File: src/rtl/decoder_stage_controller.sv
// Global stage sequencer for the decoder PU array: walks LOAD -> MERGE/GROW rounds -> PEELING -> RESULT,
// broadcasting the current stage and tracking grow rounds and active cycles.
module decoder_stage_controller #(
  parameter int PU_COUNT    = 8,
  parameter int MAX_GROW    = 15,
  parameter int SETTLE      = 3,
  parameter int STAGE_WIDTH = 3
) (
  input  logic                   clk,
  input  logic                   reset,
  input  logic                   start,
  output logic                   start_ready,
  output logic [STAGE_WIDTH-1:0] global_stage,
  input  logic [PU_COUNT-1:0]    pu_busy,
  input  logic [PU_COUNT-1:0]    pu_odd,
  output logic                   result_valid,
  input  logic                   result_ready,
  output logic                   result_error,
  output logic [3:0]             grow_count,
  output logic [15:0]            cycle_count
);

  typedef enum logic [2:0] {
    S_IDLE   = 3'd0,
    S_LOAD   = 3'd1,
    S_GROW   = 3'd2,
    S_MERGE  = 3'd3,
    S_PEEL   = 3'd4,
    S_RESULT = 3'd5
  } stage_e;

  localparam int DWELL_W = $clog2(SETTLE + 2);

  stage_e               state_q, state_d;
  logic [DWELL_W-1:0]   dwell_q, dwell_d;
  logic [3:0]           grow_q, grow_d;
  logic [15:0]          cyc_q, cyc_d;
  logic                 err_q, err_d;
  logic                 settled;
  logic                 any_busy;
  logic                 any_odd;

  // dwell_q counts cycles already spent in the state, so the current cycle is dwell_q+1;
  // this covers the PU's one-cycle stage lag plus its one-cycle busy lag.
  assign settled  = (int'(dwell_q) + 1) >= SETTLE;
  assign any_busy = |pu_busy;
  assign any_odd  = |pu_odd;

  always_ff @(posedge clk) begin
    if (reset) begin
      state_q <= S_IDLE;
      dwell_q <= '0;
      grow_q  <= '0;
      cyc_q   <= '0;
      err_q   <= 1'b0;
    end else begin
      state_q <= state_d;
      dwell_q <= dwell_d;
      grow_q  <= grow_d;
      cyc_q   <= cyc_d;
      err_q   <= err_d;
    end
  end

  always_comb begin
    state_d = state_q;
    grow_d  = grow_q;
    err_d   = err_q;
    dwell_d = (dwell_q != '1) ? dwell_q + 1'b1 : dwell_q;
    cyc_d   = cyc_q;
    if (state_q != S_IDLE && state_q != S_RESULT && cyc_q != 16'hFFFF)
      cyc_d = cyc_q + 16'd1;

    unique case (state_q)
      S_IDLE: begin
        if (start) begin
          state_d = S_LOAD;
          grow_d  = '0;
          cyc_d   = '0;
          err_d   = 1'b0;
        end
      end
      S_LOAD: begin
        if (dwell_q == DWELL_W'(1)) state_d = S_MERGE;
      end
      S_GROW: begin
        if (dwell_q == DWELL_W'(1)) state_d = S_MERGE;
      end
      S_MERGE: begin
        if (settled && !any_busy) begin
          if (!any_odd) begin
            state_d = S_PEEL;
          end else if (grow_q == 4'(MAX_GROW)) begin
            state_d = S_RESULT;
            err_d   = 1'b1;
          end else begin
            state_d = S_GROW;
            grow_d  = grow_q + 4'd1;
          end
        end
      end
      S_PEEL: begin
        if (settled && !any_busy) state_d = S_RESULT;
      end
      S_RESULT: begin
        // start is deliberately not looked at here; a new decode needs a visit to IDLE
        if (result_ready) state_d = S_IDLE;
      end
      default: state_d = S_IDLE;
    endcase

    if (state_d != state_q) dwell_d = '0;
  end

  assign global_stage = STAGE_WIDTH'(state_q);
  assign start_ready  = (state_q == S_IDLE);
  assign result_valid = (state_q == S_RESULT);
  assign result_error = err_q;
  assign grow_count   = grow_q;
  assign cycle_count  = cyc_q;

endmodule
File: config.mk
export PLATFORM = sky130hd
export DESIGN_NAME = decoder_stage_controller
export DESIGN_NICKNAME = d
export VERILOG_FILES = /design/src/rtl/decoder_stage_controller.sv
export SDC_FILE = /design/constraint.sdc
export NUM_CORES = 1
export LEC_CHECK = 0
export CORE_MARGIN = 2
export CORE_UTILIZATION = 25
export CTS_CLUSTER_DIAMETER = 100
export DETAILED_ROUTE_END_ITERATION = 10
export GPL_TIMING_DRIVEN = 0
export HOLD_SLACK_MARGIN = 0.12
export PLACE_DENSITY = 0.46
export SLEW_MARGIN = 25
export SYNTH_ARGS = -nofsm -noshare
export SYNTH_HDL_FRONTEND = slang
export SYNTH_SLANG_ARGS = --single-unit
File: constraint.sdc
create_clock -name clk -period 2.1 [get_ports clk]
set_clock_uncertainty 0.2 [all_clocks]
set_input_delay 0.525 -clock clk [delete_from_list [all_inputs] [get_ports clk]]
set_output_delay 0.525 -clock clk [all_outputs]
set_load 0.005 [all_outputs]
Yosys cells after proc, flatten, opt, wreduce, memory -nomap -nowiden
Cells that the tools add are included.

Register bits after elaboration: 27. Latch bits: 0. Memory bits (writable): 0. Bits in read-only memories: 0. Input port bits: 20. Output and inout port bits: 26. Word-level logic and storage cells: 60. Memories kept: 0.

Add/subtract/negate cells: 4. Multipliers: 0. Div/mod/pow operators: 0. Order comparisons: 1. Equal/unequal tests: 16. Shift operators: 0. Multiplexer cells: 21. Bitwise logic cells: 0. Reductions and logical operators: 13.

Operator list (count): 16-bit two-way mux (3); 3-bit two-way mux (7); 16-bit by 1-bit adder with 16-bit output, second input constant (1); 4-bit two-way mux (4); 16-bit != test, second input constant (1); 8-bit OR reduction (2); 3-bit one-hot mux with 5 select lines (1); 2-bit != test, second input constant (5); 5-bit AND reduction (2); 4-bit one-hot mux with 2 select lines (1); 3-bit by 1-bit equality test with 1-bit output, second input constant (2); 3-bit by 2-bit equality test with 1-bit output, second input constant (2); 3-bit equality test, second input constant (2); 3-bit != test, second input constant (2); 3-bit by 1-bit adder with 4-bit output, second input constant (1); 4-bit by 1-bit adder with 4-bit output, second input constant (1); 4-bit equality test, second input constant (1); 4-bit by 2-bit greater-or-equal comparator with 1-bit output, second input constant (1); 1-bit two-way mux (4); 2-bit OR reduction (2); 3-bit by 1-bit adder with 3-bit output, second input constant (1); 1-bit logical AND (3); 3-bit zero test (1); 3-bit != test (1); 4 further kinds (4).

Depth between registers and ports, before layout
Gate-level depths: netlist (run 1).

Depth in word-level cells: 7. Gate-level depth with buffers: 7. Depth with buffers taken out: 7.

Worst setup path before layout (run 1)
No wires, ideal clock.

Path type: flip-flop to flip-flop. Start: register dwell_q[0]. End: register dwell_q[2]. Arrival time: 1.870 ns. Setup slack: -0.050 ns. Stages on the path, launching flop included: 8. Buffers on the path: 0. Period minus slack after synthesis: 2.150 ns. Path through: dfxtp_1 -> ha_1 -> ha_1 -> a311oi_4 -> nor3_2 -> a221oi_1 -> o22ai_1 -> nor3b_1.

Cells in the longest elaborated chain, start to end: 7. Elaborated cells on any way between the ends: 12. Those cells by class: add/sub: 2; order compare: 1; eq/ne: 3; mux: 4; reduce/logical: 2.

RTL lines: start, declared (line 35) `logic [DWELL_W-1:0] dwell_q, dwell_d;`; start signal, assigned (line 58) `dwell_q <= dwell_d;`; 3-bit by 1-bit adder with 4-bit output (line 45) `assign settled = (int'(dwell_q) + 1) >= SETTLE;`; 4-bit by 2-bit greater-or-equal comparator with 1-bit output (line 45); 1-bit logical AND (line 90, 103); 3-bit two-way mux (on tied branches) (line 103, 90); 3-bit one-hot mux with 5 select lines (line 74) `unique case (state_q)`; 3-bit != test (line 112) `if (state_d != state_q) dwell_d = '0;`; 2-bit OR reduction (no line).

Several ways; a longest one is shown, not always the timed one. A chain may end at the register's enable or synchronous reset.

Worst setup path after layout (run 1)
Start: input port pu_busy[1]. End: register grow_q[3], in the netlist grow_count[3].

Cells in the longest elaborated chain, start to end: 5.

RTL lines: start, declared (line 14) `input logic [PU_COUNT-1:0] pu_busy,`; 8-bit OR reduction (line 46) `assign any_busy = |pu_busy;`; 1-bit zero test (line 90) `if (settled && !any_busy) begin`; 1-bit logical AND (line 90); 2-bit != test (no line); 5-bit AND reduction (no line); end signal, assigned (line 59) `grow_q <= grow_d;`; end, declared (line 36) `logic [3:0] grow_q, grow_d;`.

No other way between the ends.

==> run summary, run 1 <==
Status - complete, no violations
Nets@finish - 277
# fillers - 678
P&R area growth vs syn - 47.7%
H-tree depth - 1
Routed Wire Length - 4480 um
Avg Cell Area, Syn - 8.60 um2
Starting density of the core - 0.260
Reg2reg start - dwell_q[1]
Worst-path clk slew - 0.10 ns
HP Start - result_error
Slew @ Worst Pin - 0.565 ns
Cts hold-fix bufs - 0
Worst path cell trace - clkbuf_2 > or4_4 > o41ai_4 > o211ai_1 > xor2_1 > nor2_2
Synth Register Bits - 27
I/O pin total - 46
Area leader, netlist - dfxtp_1
Final Wtd Congestion - 0.758
Vias in the first global route - 1533
Main synth FF type - dfxtp_1
Layout Cells excl Fill - 327
Critical path depth - 6
EDFF count, synth - 0
TritonCTS clock tree - yes
Minimum clock period - 2.05 ns
Clk_lat worst skew - 0.29 ns
Endpoint, Worst Hold - result_error
Share of cells above drive strength 1 - 0.248
CP max stage delay - 0.60 ns
Pre-antenna DRT Iters - 4
HP Class - flip-flop to flip-flop
Row cnt - 29
Pre-CTS WS - -0.612 ns
Synth unique cells - 49
WS Path Type - input pin to flip-flop
Family with the most delay on the worst path - simple AND/OR/NAND/NOR gates
Die Y-Extent - 85.5 um
Post-Synthesis Cells - 193
Register area - 554 um2
Min Hold Slack - 0.286 ns
Sequential area share after synthesis - 0.326
PnR worst setup slack - 0.0489 ns
CTS Buf Count - 3
Die X - 85.5 um
Syn_nets - 219
Data required, critical path - 2.09 ns
R2r endpoint - dwell_q[2]
Final setup fails - 0
Vias after detailed routing - 1615
R2R setup slack - 0.07 ns
Crit path buf inv count - 1
Pin count of the biggest net entering global routing - 17
I/O Buffers - 45
P per Cell Area - 479 nW/um2
Max Cap Viol - 0
Area contributors post-synth - dfxtp_1, xnor2_1, nor2_1, ha_1, a211oi_1
Startpoint Class - input pin
CP max stage cell - or4_4
DR top layer - met4
Global-route wire length before repair - 7450 um
Crit path DAT - 2.04 ns
DR iter-0 viols - 37
Ys async rst share - 0
DRT antenna net count - 0
Final period utilization - 0.977
Pleak - 0.000853 uW
Routed wl met3 - 275 um
Initial antenna violation count - 0
Power, Total - 1170 uW
Critical Path End Type - flip-flop
Routed len/inst - 13.7 um
Root Driver - clkbuf_8
Core footprint - 6390 um2
Share of the synthesized area in the top cell type - 0.326
ANT cells - 0
Yosys warnings - 0
Placed insts - 315
F_max - 488 MHz
RSZ-0062 raised after global routing - yes
Area of the die - 7300 um2
VDD IR max - 242 uV
Setup TNS - 0 ns
Remaining global-route overflow - 0
Via/cell ratio - 4.94
Hold Crit Depth - 2
Area of the multi-input gates - 1160 um2
Met2 routed WL - 1930 um
Post-DP HPWL - 3180 um
Routed length on met1 - 2220 um
Reg2Reg Depth - 8
Maximum net fanout on the critical path - 4
Mapped Area - 1660 um2
Max-slew violations - 0
GRT Util Overall - 0.125
Endpoints failing hold - 0
Max clock buf depth - 2
Clock net sink count - 27
Post-route DRC - 0
Worst relative slew slack - 0.623
[cells in the final DEF (no fill, tap or decap), types with 4 or more instances in the layout]
cell type        instances
nor2_1                  27
clkdlybuf4s50_1         27
dfxtp_1                 22
xnor2_1                 15
nand2_1                 12
inv_1                    8
buf_4                    8
clkdlybuf4s15_1          8
clkbuf_2                 7
a211oi_1                 6
a21oi_1                  6
buf_6                    5
nand3_1                  5
xor2_1                   4
ha_1                     4
[cell usage after synthesis, types with 2 or more instances]
master and instances:
dfxtp_1 27, and3b_1 2, nand2_1 12, nor4_1 6, a21oi_1 7, a31oi_1 2, clkbuf_1 2, or4_4 2
o211ai_1 3, nor2_1 27, nand3b_1 2, nor2_2 3, and4_1 2, buf_2 2, xor2_1 4, a21o_1 2
inv_1 9, nand3_1 5, ha_1 6, xnor2_1 15, and3_1 2, nor3_1 6, o22ai_1 2, buf_6 4
mux2i_1 2, o21ai_0 4, a211oi_1 7, a41oi_1 2, nor3b_1 2, or4_1 2, or2_2 2
[registers in the layout (all words and copies together), names as in the netlist]
signal and cells:
cycle_count 16, dwell_q 3, global_stage 3, grow_count 4, result_error 1
[worst register-to-register path: stages (launching register included)]
cell and delay [ns]:
dfxtp_4 0.38, ha_4 0.16, ha_4 0.22, a311oi_4 0.32
buf_6 0.18, nor4_4 0.04, a22oi_2 0.17, o22ai_2 0.13
nor3b_2 0.16
[cells by family after synthesis]
| group | share of synthesized area |
|---|---|
| mux | 0.0121 |
| flops | 0.326 |
| xor+xnor | 0.100 |
| buf+inv | 0.0581 |
| compound gates | 0.189 |
| simple gates | 0.269 |
| fa+ha+maj | 0.0452 |
[what timing repair did]
action | 4_1_cts | 5_1_grt
gates resized for setup | 43 | 30
setup endpoints to repair | 24 | 23
hold endpoints to repair | 0 | 0
setup buffers | 3 | 5
pin swaps | 13 | 12
gates cloned | 0 | 0
[where the power goes]
group          switching, uW  internal [uW]
clock                    177            135
sequential              32.7            535
combinational            146            146
total                    357            817
[layout make-up]
class | count | share of cell area
sequential | 27 | 0.226
inverter | 9 | 0.0153
tap | 77 | 0.0393
buffer | 8 | 0.0286
timing repair buffer | 53 | 0.197
clock buffer | 3 | 0.0169
clock inverter | 1 | 0.00306
multi-input combinational | 149 | 0.473
[per-stage QoR]
step,util,cell area (um2)
after detailed placement,0.348,2220
after CTS,0.371,2370
after floorplan,-,1670
final,0.384,2450
after global routing,0.384,2450
after global placement,0.348,2220
[layer usage]
| metal | GRT usage | vias to the layer above |
|---|---|---|
| met4 | 0.0390 | 0 |
| met5 | 0 | - |
| met3 | 0.0253 | 7 |
| met2 | 0.192 | 54 |
| met1 | 0.176 | 741 |
| li1 | - | 813 |
[worst max path at each step]
stage / from / to / slack (ns)
after floorplan: pu_busy[0] / grow_count[2] / -0.03
after global placement: pu_busy[1] / dwell_q[2] / -0.65
after detailed placement: pu_busy[1] / dwell_q[0] / -0.61
after CTS: pu_odd[5] / dwell_q[2] / -0.003
after global routing: global_stage[2] / cycle_count[13] / -0.05
final: pu_busy[1] / grow_count[3] / 0.05
(Power assumes the default switching activity.)
==> run 2, diff against run 1 <==
CORE_ASPECT_RATIO = 1.75   (was unset)
==> run 2 against run 1 <==
Fmax down 1.9%. Critical path depth up 1. Non-clock buffer count up 1. Combinational power up 12%. Clock power up 41%. Register-to-register slack worse by 0.03 ns. Sequential share of layout area down 0.70 points. Sequential cell count unchanged. Critical endpoint is now dwell_q[0]. Largest cell class unchanged. Highest routed layer unchanged.
==> run summary, run 2 (same netlist as run 1, synthesis figures left out) <==
DR iter-0 viols - 41 (+11%)
Clock net sink count - 27 (unchanged)
I/O pin total - 46 (unchanged)
Data required, critical path - 2.05 ns (-0.04 ns)
TritonCTS clock tree - yes
Worst relative slew slack - 0.722 (+0.0996)
Critical Path End Type - flip-flop
Nets@finish - 278 (+0.36%)
RSZ-0062 raised after global routing - yes
ANT cells - 0 (unchanged)
Pre-CTS WS - -0.602 ns (+0.0101 ns)
Final Wtd Congestion - 0.759 (+0.12%)
Layout Cells excl Fill - 333 (+1.8%)
Remaining global-route overflow - 0 (unchanged)
CTS Buf Count - 3 (unchanged)
Worst-path clk slew - 0.07 ns (-0.03 ns)
Crit path buf inv count - 2 (+1)
P per Cell Area - 526 nW/um2 (+9.8%)
HP Class - flip-flop to flip-flop
Max-slew violations - 0 (unchanged)
Pre-antenna DRT Iters - 4 (unchanged)
Vias after detailed routing - 1599 (-0.99%)
Core footprint - 6490 um2 (+1.6%)
Minimum clock period - 2.09 ns (+0.0404 ns)
CP max stage delay - 0.48 ns (-0.12 ns)
Most frequent cells in the layout - nor2_1, clkdlybuf4s50_1, dfxtp_1
Largest register FFs - 16 (unchanged)
# fillers - 682 (+0.59%)
Endpoints failing hold - 0 (unchanged)
Worst path cell trace - dlygate4sd2_1 > or4_4 > buf_4 > nor4_4 > a22oi_2 > o22ai_2 > nor2_1
I/O Buffers - 45 (unchanged)
Startpoint Class - input pin
Family with the most delay on the worst path - simple AND/OR/NAND/NOR gates
Post-DP HPWL - 3540 um (+11%)
PnR worst setup slack - 0.00856 ns (-0.0404 ns)
Pleak - 0.000869 uW (+1.8%)
DRT antenna net count - 0 (unchanged)
Status - complete, no violations
Initial antenna violation count - 0 (unchanged)
Die X - 65.6 um (-23%)
Via/cell ratio - 4.80 (-2.8%)
Maximum net fanout on the critical path - 4 (unchanged)
Starting density of the core - 0.256 (-0.00416)
Row cnt - 39 (+34%)
Placed insts - 320 (+1.6%)
Pin count of the biggest net entering global routing - 16 (-1)
Share of cells above drive strength 1 - 0.255 (+0.00698)
Routed Wire Length - 4780 um (+6.6%)
Clk_lat worst skew - 0.26 ns (-0.03 ns)
VDD IR max - 257 uV (+6.5%)
Max Cap Viol - 0 (unchanged)
Area of the die - 7330 um2 (+0.35%)
Routed len/inst - 14.3 um (+4.6%)
H-tree depth - 1 (unchanged)
CP max stage cell - or4_4
Post-route DRC - 0 (unchanged)
Final setup fails - 0 (unchanged)
F_max - 478 MHz (-1.9%)
Slew @ Worst Pin - 0.417 ns (-0.148 ns)
Root Driver - clkbuf_16
GRT Util Overall - 0.137 (+0.0120)
P&R area growth vs syn - 52.0%
Global-route wire length before repair - 8050 um (+8.1%)
Die Y-Extent - 112 um (+31%)
Crit path DAT - 2.04 ns (about the same)
WS Path Type - input pin to flip-flop
Vias in the first global route - 1760 (+15%)
Max clock buf depth - 2 (unchanged)
Final period utilization - 0.996 (+0.0192)
Power, Total - 1330 uW (+13%)
==> run 2: repair_timing <==
item | in CTS | in global routing
hold buffers | 0 | 0
buffers inserted | 9 | 1
endpoints found under the setup margin | 22 | 21
resized for setup | 53 | 19
pin swaps | 20 | 9
hold endpoints to repair | 0 | 0
==> run 2: cell type report <==
class / count / area, um2 / area share
multi-input cells: 149 / 1180 / 0.470
flip-flops and latches: 27 / 553 / 0.219
repair buffers: 55 / 499 / 0.198
well taps: 82 / 103 / 0.0407
clock buffers: 3 / 75.1 / 0.0298
plain buffers: 7 / 65.1 / 0.0258
inverters: 9 / 37.5 / 0.0149
clock inverters: 1 / 5.00 / 0.00198
==> run 2: worst register-to-register path, cell delays in order (launching register included) <==
cell      delay, ns
dfxtp_4        0.36
ha_4           0.16
ha_4           0.24
a311oi_4       0.33
buf_4          0.19
nor4_4         0.05
a22oi_2        0.18
o22ai_2        0.13
nor3b_2        0.16
==> run 2: stage by stage <==
| step | hold WS [ns] | utilization | cell area [um2] | TNS, ns |
|---|---|---|---|---|
| detailed placement | 0.259 | 0.343 | 2230 | -12.14 |
| floorplan | 0.261 | - | 1670 | -0.0708 |
| global placement | 0.253 | 0.343 | 2230 | -12.25 |
| CTS | 0.277 | 0.380 | 2470 | 0 |
| global route | 0.346 | 0.389 | 2520 | -0.349 |
| finish | 0.269 | 0.389 | 2520 | 0 |
==> run 2: worst paths after layout <==
kind,startpoint,endpoint,slack (ns),cells past startpoint
worst max-delay path,pu_busy[2],dwell_q[0],0.009,7
worst max register to register,dwell_q[0],dwell_q[2],0.04,8
worst min-delay path,result_error,result_error,0.27,2
worst min register to register,result_error,result_error,0.27,2
==> run 2: where the power goes <==
part / internal [uW] / switching [uW]
Clock: 257 / 184
Sequential: 534 / 25.3
Combinational: 166 / 160
Total: 957 / 369
==> run 2: layer usage <==
metal / part of all wire / track usage / vias to the layer above
met2: 0.57 / 0.264 / 33
met4: 0.0071 / 0.0444 / 0
li1: - / - / 811
met3: 0.046 / 0.0182 / 2
met5: 0 / 0 / -
met1: 0.38 / 0.147 / 753
==> run 3, diff against run 2 <==
CORE_UTILIZATION = 43   (was 25)
PLACE_DENSITY = 0.73   (was 0.46)
==> run 3 against run 2 <==
Wire length down 16%. Die area down 40%. Hold slack better by 0.016 ns. Highest routed layer unchanged. Non-clock buffer count shrank 3. Fmax increased by 2.2%. Utilization increased by 26 points. Count of clock-buffer cells in the layout grew 1. Via count up 0.44%. Global-route usage rose by 4.9 points. Critical path depth down 3.
==> run summary, run 3 (same netlist as run 1, synthesis figures left out) <==
Die X - 51.0 um (-22%)
Maximum net fanout on the critical path - 10 (+6)
Final Wtd Congestion - 0.796 (+4.9%)
Switch Pwr - 323 uW (-12%)
Pin count of the biggest net entering global routing - 15 (-1)
Pre-CTS WS - -0.623 ns (-0.0205 ns)
Core footprint - 3660 um2 (-44%)
VDD IR max - 473 uV (+84%)
Row cnt - 29 (-26%)
Final period utilization - 0.975 (-0.0210)
Min Hold Slack - 0.286 ns (+0.0162 ns)
CTS Buf Count - 3 (unchanged)
Post-DP HPWL - 3000 um (-15%)
RSZ-0062 raised after global routing - yes
I/O Buffers - 45 (unchanged)
Switching share of power - 0.283 (+0.00441)
WS Path Type - flip-flop to primary output
Reg2reg start - dwell_q[0]
Routed Wire Length - 4000 um (-16%)
Global-route wire length before repair - 6340 um (-21%)
Crit path DAT - 1.32 ns (-0.72 ns)
Int Power - 820 uW (-14%)
PnR worst setup slack - 0.0527 ns (+0.0441 ns)
Gate power share - 0.256 (+0.010)
Max clock buf depth - 2 (unchanged)
Starting density of the core - 0.453 (+0.197)
Pre-antenna DRT Iters - 4 (unchanged)
ANT cells - 0 (unchanged)
Reg power frac - 0.491 (+0.070)
Final setup fails - 0 (unchanged)
Endpoints failing hold - 0 (unchanged)
CP Launch Point - global_stage[1]
Nets@finish - 275 (-1.1%)
DRT antenna net count - 0 (unchanged)
Placed insts - 284 (-11%)
Worst-path clk slew - 0.09 ns (+0.02 ns)
Clock net sink count - 27 (unchanged)
Die Y-Extent - 86.2 um (-23%)
Vias after detailed routing - 1606 (+0.44%)
DR iter-0 viols - 30 (-27%)
R2R setup slack - 0.07 ns (+0.03 ns)
Critical Path End Type - primary output
Pleak - 0.000851 uW (-2.0%)
Slew @ Worst Pin - 0.565 ns (+0.148 ns)
Most frequent cells in the layout - nor2_1, clkdlybuf4s50_1, dfxtp_1
Post-route DRC - 0 (unchanged)
Fin util - 0.651 (+0.263)
Startpoint Class - flip-flop
Data required, critical path - 1.37 ns (-0.68 ns)
Critical Path End - start_ready
P per Cell Area - 479 nW/um2 (-8.9%)
HP Class - flip-flop to flip-flop
Share of cells above drive strength 1 - 0.238 (-0.0171)
Routed len/inst - 13.6 um (-5.1%)
Area of the die - 4390 um2 (-40%)
Reg2Reg Depth - 8 (unchanged)
Max-slew violations - 0 (unchanged)
Setup TNS - 0 ns (unchanged)
F_max - 488 MHz (+2.2%)
I/O pin total - 46 (unchanged)
Layout Cells excl Fill - 294 (-12%)
Minimum clock period - 2.05 ns (-0.0441 ns)
Root Driver - clkbuf_8
R2r endpoint - dwell_q[2]
Clk pwr share - 0.253 (-0.079)
Initial antenna violation count - 0 (unchanged)
TritonCTS clock tree - yes
Max Cap Viol - 0 (unchanged)
H-tree depth - 1 (unchanged)
Status - complete, no violations
Remaining global-route overflow - 0 (unchanged)
Vias in the first global route - 1492 (-15%)
Via/cell ratio - 5.46 (+14%)
Worst relative slew slack - 0.622 (-0.0997)
HP Start - result_error
P&R area growth vs syn - 43.9%
Largest register FFs - 16 (unchanged)
Clk_lat worst skew - 0.27 ns (about the same)
GRT Util Overall - 0.186 (+0.0488)
[run 3: changes by cell type in the layout (fill, tap and decap cells not counted), moves of 3 or more]
cell | previous run | this run
clkbuf_8 | 0 | 3
clkbuf_2 | 3 | 6
nor4_2 | 2 | 5
buf_4 | 10 | 6
dlygate4sd2_1 | 10 | 5
clkbuf_16 | 3 | 0
clkdlybuf4s15_1 | 2 | 5
[run 3: layout make-up]
type,count,area [um2]
inverters,9,37.5
flip-flops and latches,27,551
clock buffers,4,45.0
repair buffers,52,475
multi-input cells,149,1160
fillers,321,1280
well taps,46,57.6
plain buffers,7,65.1
[run 3: stage by stage]
stage,instance area [um2],total power [uW]
floorplan,1670,727
finish,2390,1140
detailed placement,2180,827
global route,2390,1210
global placement,2180,826
CTS,2290,1120
[run 3: worst min-delay path by stage]
stage                        end  slack, ns  cells past startpoint
floorplan           result_error       0.26                      2
global placement    result_error       0.25                      2
detailed placement  result_error       0.26                      2
CTS                 result_error       0.28                      2
global route        result_error       0.32                      2
finish              result_error       0.29                      2
[run 3: repair_timing]
| item | CTS | global route |
|---|---|---|
| resized for setup | 31 | 35 |
| pin swaps | 15 | 15 |
| setup endpoints to repair | 22 | 22 |
| setup buffers | 4 | 3 |
| hold buffers | 0 | 0 |
[run 3: layer usage]
metal,global-route usage,up-vias,wire length [um]
met2,0.349,52,2160
met5,0,-,0
met3,0.0224,6,195
li1,-,808,-
met1,0.187,740,1560
met4,0.111,0,88
[run 3: power groups by stage]
stage / Combinational, uW / Sequential [uW] / Clock [uW]
after floorplan: 157 / 569 / 0
after global placement: 253 / 573 / 0
after detailed placement: 253 / 574 / 0
after CTS: 264 / 562 / 298
after global routing: 322 / 565 / 322
final: 293 / 562 / 289
[run 3: critical path, cell delays in order (launching register included)]
cell and delay [ns]:
dfxtp_1 0.32, buf_6 0.14, clkbuf_4 0.19, nor3_1 0.18
clkdlybuf4s15_1 0.23
